[src/rtl/wave_unit_sequencer.sv]
// wave_unit_sequencer: drives the wr/rd strobes of a unit-based sample FIFO,
// capturing one ADC unit per trigger and draining whole units as SOP/EOP packets.
//
// Ports:
//   i_clk, i_rst_n     clock, asynchronous active-low reset
//   i_trig             acquisition trigger (single-cycle pulse)
//   i_delay            clocks from trigger to capture start (first write at delay+1)
//   i_unit_size_dec    unit size minus one, shared with the FIFO
//   i_adc_data         ADC sample stream, registered once before the FIFO
//   i_fifo_full/empty  unit-granular FIFO flags
//   i_fifo_rdata       FIFO read data, valid with i_fifo_rd_effect
//   i_fifo_rd_effect   read-data valid, one clock after o_fifo_rd
//   i_tx_ready         sender back-pressure
//   o_fifo_wr/wdata    FIFO write strobe and data
//   o_fifo_rd          FIFO read strobe
//   o_tx_*             packet beat data/valid/SOP/EOP
//   o_drop_cnt         saturating count of triggers refused for lack of space
//   o_busy             either sequencer active
module wave_unit_sequencer #(
    parameter int DATA_WIDTH      = 8,
    parameter int UNIT_SIZE_WIDTH = 13,
    parameter int DELAY_WIDTH     = 16,
    parameter int DROP_WIDTH      = 8
) (
    input  logic                       i_clk,
    input  logic                       i_rst_n,
    input  logic                       i_trig,
    input  logic [DELAY_WIDTH-1:0]     i_delay,
    input  logic [UNIT_SIZE_WIDTH-1:0] i_unit_size_dec,
    input  logic [DATA_WIDTH-1:0]      i_adc_data,
    input  logic                       i_fifo_full,
    input  logic                       i_fifo_empty,
    input  logic [DATA_WIDTH-1:0]      i_fifo_rdata,
    input  logic                       i_fifo_rd_effect,
    input  logic                       i_tx_ready,
    output logic                       o_fifo_wr,
    output logic [DATA_WIDTH-1:0]      o_fifo_wdata,
    output logic                       o_fifo_rd,
    output logic [DATA_WIDTH-1:0]      o_tx_data,
    output logic                       o_tx_valid,
    output logic                       o_tx_sop,
    output logic                       o_tx_eop,
    output logic [DROP_WIDTH-1:0]      o_drop_cnt,
    output logic                       o_busy
);

    typedef enum logic [1:0] {
        W_IDLE    = 2'd0,
        W_DELAY   = 2'd1,
        W_CAPTURE = 2'd2
    } wstate_t;

    typedef enum logic [1:0] {
        R_IDLE  = 2'd0,
        R_BURST = 2'd1,
        R_FLUSH = 2'd2
    } rstate_t;

    localparam logic [DELAY_WIDTH-1:0]     DLY_ONE  = DELAY_WIDTH'(1);
    localparam logic [UNIT_SIZE_WIDTH-1:0] CNT_ONE  = UNIT_SIZE_WIDTH'(1);
    localparam logic [DROP_WIDTH-1:0]      DROP_MAX = '1;
    localparam logic [DROP_WIDTH-1:0]      DROP_ONE = DROP_WIDTH'(1);

    wstate_t                    w_state_q, w_state_d;
    rstate_t                    r_state_q, r_state_d;

    logic [DELAY_WIDTH-1:0]     dly_cnt_q, dly_cnt_d;
    logic [UNIT_SIZE_WIDTH-1:0] wcnt_q,    wcnt_d;
    logic [UNIT_SIZE_WIDTH-1:0] wdec_q,    wdec_d;
    logic [DROP_WIDTH-1:0]      drop_q,    drop_d;
    logic [DATA_WIDTH-1:0]      wdata_q;

    logic [UNIT_SIZE_WIDTH-1:0] rcnt_q,    rcnt_d;
    logic [UNIT_SIZE_WIDTH-1:0] rdec_q,    rdec_d;
    logic [UNIT_SIZE_WIDTH-1:0] beat_q,    beat_d;

    logic                       w_last;
    logic                       r_last;
    logic                       beat_last;

    assign w_last    = (wcnt_q == wdec_q);
    assign r_last    = (rcnt_q == rdec_q);
    assign beat_last = (beat_q == rdec_q);

    // ---------------------------------------------------------------
    // State and datapath registers
    // ---------------------------------------------------------------
    always_ff @(posedge i_clk or negedge i_rst_n) begin
        if (!i_rst_n) begin
            w_state_q <= W_IDLE;
            r_state_q <= R_IDLE;
        end else begin
            w_state_q <= w_state_d;
            r_state_q <= r_state_d;
        end
    end

    always_ff @(posedge i_clk or negedge i_rst_n) begin
        if (!i_rst_n) begin
            dly_cnt_q <= '0;
            wcnt_q    <= '0;
            wdec_q    <= '0;
            drop_q    <= '0;
            wdata_q   <= '0;
            rcnt_q    <= '0;
            rdec_q    <= '0;
            beat_q    <= '0;
        end else begin
            dly_cnt_q <= dly_cnt_d;
            wcnt_q    <= wcnt_d;
            wdec_q    <= wdec_d;
            drop_q    <= drop_d;
            // One-clock pipe: the write in cycle N carries the sample of N-1.
            wdata_q   <= i_adc_data;
            rcnt_q    <= rcnt_d;
            rdec_q    <= rdec_d;
            beat_q    <= beat_d;
        end
    end

    // ---------------------------------------------------------------
    // Write sequencer: next state
    // ---------------------------------------------------------------
    always_comb begin
        w_state_d = w_state_q;
        unique case (w_state_q)
            W_IDLE: begin
                if (i_trig && !i_fifo_full) begin
                    if (i_delay == '0) begin
                        w_state_d = W_CAPTURE;
                    end else begin
                        w_state_d = W_DELAY;
                    end
                end
            end
            W_DELAY: begin
                if (dly_cnt_q == DLY_ONE) begin
                    w_state_d = W_CAPTURE;
                end
            end
            W_CAPTURE: begin
                if (w_last) begin
                    w_state_d = W_IDLE;
                end
            end
            default: w_state_d = W_IDLE;
        endcase
    end

    // Write sequencer counters; unit size is frozen at trigger acceptance.
    always_comb begin
        dly_cnt_d = dly_cnt_q;
        wcnt_d    = wcnt_q;
        wdec_d    = wdec_q;
        drop_d    = drop_q;
        unique case (w_state_q)
            W_IDLE: begin
                if (i_trig) begin
                    if (i_fifo_full) begin
                        if (drop_q != DROP_MAX) begin
                            drop_d = drop_q + DROP_ONE;
                        end
                    end else begin
                        dly_cnt_d = i_delay;
                        wdec_d    = i_unit_size_dec;
                        wcnt_d    = '0;
                    end
                end
            end
            W_DELAY: begin
                dly_cnt_d = dly_cnt_q - DLY_ONE;
            end
            W_CAPTURE: begin
                if (w_last) begin
                    wcnt_d = '0;
                end else begin
                    wcnt_d = wcnt_q + CNT_ONE;
                end
            end
            default: begin
                dly_cnt_d = '0;
                wcnt_d    = '0;
            end
        endcase
    end

    // ---------------------------------------------------------------
    // Read sequencer: next state
    // ---------------------------------------------------------------
    always_comb begin
        r_state_d = r_state_q;
        unique case (r_state_q)
            R_IDLE: begin
                if (!i_fifo_empty && i_tx_ready) begin
                    r_state_d = R_BURST;
                end
            end
            R_BURST: begin
                if (i_tx_ready && r_last) begin
                    r_state_d = R_FLUSH;
                end
            end
            R_FLUSH: begin
                // Leave only once the final beat of the unit has come back.
                if (i_fifo_rd_effect && beat_last) begin
                    r_state_d = R_IDLE;
                end
            end
            default: r_state_d = R_IDLE;
        endcase
    end

    // Read counters: rcnt counts strobes issued, beat counts data returned.
    always_comb begin
        rcnt_d = rcnt_q;
        rdec_d = rdec_q;
        beat_d = beat_q;
        unique case (r_state_q)
            R_IDLE: begin
                if (!i_fifo_empty && i_tx_ready) begin
                    rdec_d = i_unit_size_dec;
                    rcnt_d = '0;
                end
            end
            R_BURST: begin
                if (i_tx_ready) begin
                    if (r_last) begin
                        rcnt_d = '0;
                    end else begin
                        rcnt_d = rcnt_q + CNT_ONE;
                    end
                end
            end
            R_FLUSH: begin
                rcnt_d = '0;
            end
            default: rcnt_d = '0;
        endcase
        if (i_fifo_rd_effect) begin
            if (beat_last) begin
                beat_d = '0;
            end else begin
                beat_d = beat_q + CNT_ONE;
            end
        end
    end

    // ---------------------------------------------------------------
    // Outputs
    // ---------------------------------------------------------------
    always_comb begin
        o_fifo_wr    = (w_state_q == W_CAPTURE);
        o_fifo_wdata = wdata_q;
        o_fifo_rd    = (r_state_q == R_BURST) && i_tx_ready;
        o_tx_valid   = i_fifo_rd_effect;
        o_tx_data    = i_fifo_rdata;
        o_tx_sop     = i_fifo_rd_effect && (beat_q == '0);
        o_tx_eop     = i_fifo_rd_effect && beat_last;
        o_drop_cnt   = drop_q;
        o_busy       = (w_state_q != W_IDLE) || (r_state_q != R_IDLE);
    end

endmodule
[config.mk]
export PLATFORM = sky130hd
export DESIGN_NAME = wave_unit_sequencer
export DESIGN_NICKNAME = d
export VERILOG_FILES = /design/src/rtl/wave_unit_sequencer.sv
export SDC_FILE = /design/constraint.sdc
export NUM_CORES = 1
export LEC_CHECK = 0
export CELL_PAD_IN_SITES_DETAIL_PLACEMENT = 0
export CELL_PAD_IN_SITES_GLOBAL_PLACEMENT = 1
export CORE_UTILIZATION = 42
export DETAILED_ROUTE_END_ITERATION = 6
export PLACE_DENSITY = 0.82
export SLEW_MARGIN = 20
export SYNTH_ARGS = -nofsm -noshare
export SYNTH_HDL_FRONTEND = slang
export SYNTH_SLANG_ARGS = --single-unit
[constraint.sdc]
create_clock -name i_clk -period 2.8 [get_ports i_clk]
set_input_delay 0.42 -clock i_clk [delete_from_list [all_inputs] [get_ports i_clk]]
set_output_delay 0.42 -clock i_clk [all_outputs]
set_load 0.01 [all_outputs]
# ---- After elaboration in Yosys (flattened, before gate mapping)
# Cells that the tools add are included.
dict set report totals {
  out_inout_bits 30
  register_bits 101
  input_bits 52
  wordCells 80
}
dict set report classes {
  n_reduce_logical 23
  eq_ne 18
  n_mux 21
  add_sub_neg 5
  n_bitwise 3
}
# operator n
set op_table {}
lappend op_table {{13-bit 2-to-1 mux} 7}
lappend op_table {{16-bit case mux with 3 select lines} 1}
lappend op_table {{13-bit by 1-bit adder with 13-bit output (second input constant)} 3}
lappend op_table {{13-bit equality test} 3}
lappend op_table {{13-bit case mux with 3 select lines} 1}
lappend op_table {{16-bit 2-to-1 mux} 2}
lappend op_table {{13-bit case mux with 2 select lines} 1}
lappend op_table {{16-bit by 1-bit equality test with 1-bit output (second input constant)} 1}
lappend op_table {{16-bit logical NOT} 1}
lappend op_table {{2-bit inequality test (second input constant)} 8}
lappend op_table {{16-bit by 1-bit subtractor with 16-bit output (second input constant)} 1}
lappend op_table {{3-bit AND reduction} 5}
lappend op_table {{2-bit 2-to-1 mux} 7}
lappend op_table {{13-bit logical NOT} 1}
lappend op_table {{2-bit case mux with 3 select lines} 2}
lappend op_table {{8-bit by 1-bit adder with 8-bit output (second input constant)} 1}
lappend op_table {{8-bit inequality test (second input constant)} 1}
lappend op_table {{1-bit logical AND} 6}
lappend op_table {{2-bit by 1-bit equality test with 1-bit output (second input constant)} 2}
lappend op_table {{2-bit equality test (second input constant)} 2}
lappend op_table {{2-bit logical NOT} 2}
lappend op_table {{2-bit AND reduction} 2}
lappend op_table {{4-bit AND reduction} 1}
lappend op_table {{2-bit nonzero test} 2}
lappend op_table {{4 further kinds} 7}

# ---- Depth between registers and ports, before layout
dict set report depth {
  word_depth 4
  mapped_depth 7
  mapped_depth_nobuf 7
}

# ---- Worst setup path after synthesis
# OpenSTA, ideal clock, no wires.
dict set report synth_path {
  path_type {input to output}
  start {input port i_fifo_rd_effect}
  end {output port o_tx_sop}
  arrival_time_ns 1.657
  stages 3
  path_buffers 1
  setup_slack_ns 0.723
  path_cell_list {clkbuf_1 -> or4b_2 -> nor4_1}
}
dict set report synth_via {
  elab_chain_cells 1
}
# item line_no
set synth_rtl {}
lappend synth_rtl {{start: declaration} 34} ;# input logic i_fifo_rd_effect,
lappend synth_rtl {{1-bit logical AND} 257} ;# o_tx_sop = i_fifo_rd_effect && (beat_q == '0);
lappend synth_rtl {{end: declaration} 41} ;# output logic o_tx_sop,
# No other way between the ends.

# ---- Final worst setup path
dict set report layout_path {
  start {register rdec_q[7]}
  end {output port o_tx_eop}
}
dict set report layout_via {
  elab_chain_cells 2
}
# item line_no
set layout_rtl {}
lappend layout_rtl {{start: declaration} 74} ;# logic [UNIT_SIZE_WIDTH-1:0] rdec_q, rdec_d;
lappend layout_rtl {{start signal: assignment} 116} ;# rdec_q <= rdec_d;
lappend layout_rtl {{13-bit equality test} 83} ;# assign beat_last = (beat_q == rdec_q);
lappend layout_rtl {{1-bit logical AND} 258} ;# o_tx_eop = i_fifo_rd_effect && beat_last;
lappend layout_rtl {{end: declaration} 42} ;# output logic o_tx_eop,
# No other way between the ends.

==> flow_metrics.tcl <==
set metrics [dict create \
    use_met2 0.316 \
    syn_area_um2 5310 \
    syn_area_per_cell_um2 9.80 \
    crit_path_top_delay_cell "clkdlybuf4s50_1" \
    root_buffer "clkbuf_16" \
    finalWirelength_um 12100 \
    wire_per_inst_um 15.5 \
    drv_slew 0 \
    grt_max_degree 59 \
    use_met1 0.272 \
    diodes 0 \
    ant_nets 0 \
    crit_path_end_kind "output port" \
    start_util 0.437 \
    drive_gt1_frac 0.115 \
    firstDrtPassIters 5 \
    num_vias 4261 \
    die_area_um2 13100 \
    tns_ns 0 \
    start_kind "flip-flop" \
    cts_sinks 101 \
    rsz0062_at_grt "false" \
    place.detailed.instances 763 \
    antenna_found_initial 1 \
    htree_levels 3 \
    finalCritPeriodShare 0.953 \
    hold_viol_final 0 \
    critPathKind "reg2out" \
    gp_congestion 0.811 \
    finalCriticalPeriod_ns 2.67 \
    most-common-layout-cells "dfrtp_1, clkdlybuf4s50_1, nand2_1" \
    layoutNonFillerInstCount 779 \
    clock_skew_ns 0.00557 \
    status "finished clean" \
    synth_cells 542 \
    die_h_um 114 \
    synthArstFlopShare 1.00 \
    portBuffers 65 \
    vias_per_cell 5.47 \
    ys_seq_area_frac 0.476 \
    r2r_start "wcnt_q[10]" \
    first_iter_violations 338 \
    maxCapViolations 0 \
    dp_hpwl_um 8850 \
    final_nets 665 \
    cp_cell_sequence "xnor2_1 > nand3_1 > nor4_1 > and2_1 > clkdlybuf4s50_1" \
    arrival_ns 2.25 \
    cp.required_ns 2.38 \
    cts_buffers 9 \
    r2r_slack_ns 0.42 \
    clk_pin_slew_ns 0.07 \
    synth-edff-count 0 \
    busiest_layer "met2" \
    fmax_mhz 375 \
    crit_path_max_incr_delay_ns 0.55 \
    drc 0 \
    relSlewSlack 0.516 \
    ys_types 46 \
    cts_buffer_depth 2 \
    grt_pass1_vias 4176 \
    final_common_cell "dfrtp_1" \
    cts_tree "done" \
    rr_worst_depth 7 \
    worstMarginPinSlew_ns 0.726 \
    r2r_end "wcnt_q[2]" \
    gr-usage-met3 0.0630 \
    core_area_um2 12200 \
    rows 40 \
    area_growth_pct 21.2 \
    fin_area_um2 6430 \
    synthesis.nets 601 \
    grt_use_total 0.203 \
    setup_viol 0 \
    p_per_area_nw_per_um2 877 \
    placed_area_um2 6140 \
    ys.flop_type "dfrtp_1" \
    synth-seq-cells 101 \
    grt_pass1_wl_um 20300 \
    path_max_fanout 3 \
    io-pin-count 82 \
    nFillCells 1093 \
    peakVddDrop_uv 401 \
    leakagePower_nw 2.69 \
    ys.warnings.count 0 \
    hp-class "in2async" \
    dieWidth_um 114 \
    clkLatencyLatePin_ns 0.35 \
    gr-total-overflow 0 \
]
state kept, by name, summed over array words and instances (netlist names), 8 cells and up:
name	flops
wdec_q	13
beat_q	13
o_drop_cnt	8
rdec_q	13
wcnt_q	13
rcnt_q	13
o_fifo_wdata	8
dly_cnt_q	16
area by class of cell:
| cell class | count | area, um^2 | share of cell area |
|---|---|---|---|
| multi-input cells | 401 | 2590 | 0.403 |
| well taps | 168 | 210 | 0.0327 |
| repair buffers | 80 | 763 | 0.119 |
| flip-flops and latches | 101 | 2530 | 0.393 |
| clock inverters | 7 | 65.1 | 0.0101 |
| inverters | 13 | 48.8 | 0.00758 |
| clock buffers | 9 | 225 | 0.0350 |
synth_stat cells (2+ instances only):
library cell / count / area share
o22ai_1: 4 / 0.0047
o31ai_1: 3 / 0.0042
nor2_1: 39 / 0.028
ha_1: 7 / 0.016
o211ai_1: 3 / 0.0042
xnor2_1: 45 / 0.074
a211o_1: 2 / 0.0033
or3_2: 2 / 0.0028
a21oi_1: 19 / 0.018
nand4_1: 16 / 0.019
a22oi_1: 3 / 0.0042
nand3_1: 19 / 0.018
buf_4: 9 / 0.013
and3_1: 11 / 0.013
mux2i_1: 5 / 0.0094
nand3b_1: 2 / 0.0028
nor3_1: 14 / 0.013
a31oi_1: 6 / 0.0071
nor4_1: 12 / 0.014
inv_1: 13 / 0.0092
dfrtp_1: 101 / 0.48
and2_1: 2 / 0.0024
or2_2: 4 / 0.0047
nor4b_1: 2 / 0.0033
o21ai_0: 40 / 0.038
mux2_2: 27 / 0.057
nand2_1: 60 / 0.042
nor3b_1: 4 / 0.0057
nand2b_1: 5 / 0.0059
or4_1: 2 / 0.0028
o311ai_0: 4 / 0.0066
a21o_1: 6 / 0.0085
xor2_1: 17 / 0.028
buf_2: 3 / 0.0028
clkbuf_1: 13 / 0.0092
nor2b_1: 8 / 0.0094
stage by stage:
step / setup slack (ns) / util / hold slack, ns / power, mW
floorplan: 0.723 / - / 0.124 / 3.77
global placement: 0.0798 / 0.505 / 0.489 / 4.36
detailed placement: 0.0948 / 0.505 / 0.495 / 4.44
CTS: 0.0716 / 0.529 / 0.144 / 5.70
global route: 0.0127 / 0.529 / 0.154 / 6.08
finish: 0.132 / 0.529 / 0.108 / 5.65
worst max-delay path, delay by kind of cell, from the launching register on:
family / cells / cell delay (ns)
xor gates and xnor gates: 1 / 0.20
DFF: 1 / 0.45
buffers and inverters: 1 / 0.55
and+or+nand+nor: 3 / 0.69
worst max-delay path by stage:
stage,from,cells after the start,endpoint
2_1_floorplan,i_fifo_rd_effect,3,o_tx_sop
3_3_place_gp,i_fifo_rd_effect,4,o_tx_sop
3_5_place_dp,i_fifo_rd_effect,4,o_tx_sop
4_1_cts,beat_q[7],3,o_tx_sop
5_1_grt,beat_q[9],5,o_tx_eop
6_report,rdec_q[7],5,o_tx_eop
repair_timing:
| item | in CTS | in global routing |
|---|---|---|
| endpoints found under the setup margin | 0 | 1 |
| setup buffers | 0 | 0 |
| resized for setup | 0 | 1 |
| hold buffers | 0 | 0 |
where the power goes:
part	total [mW]	internal (mW)	switching [mW]
logic	1.97	1.01	0.956
clock network	1.24	0.629	0.609
registers	2.44	1.90	0.546
total	5.65	3.54	2.11
cells by family (layout without fill, tap and decap cells):
group,after synthesis,after routing,share of synthesized area
AO/OA/AOI/OAI,94,94,0.109
XOR/XNOR,62,62,0.102
adder cells (fa/ha/maj),7,7,0.0165
buffers and inverters,40,109,0.0367
flip-flops,101,101,0.476
multiplexers,32,32,0.0667
AND/OR/NAND/NOR,206,206,0.193
metal layers:
layer	up-vias	wire, um
li1	2037	-
met3	12	767
met1	2103	5640
met5	-	0
met4	0	158
met2	109	5540
Note: power is estimated with default switching activity, not from simulation.
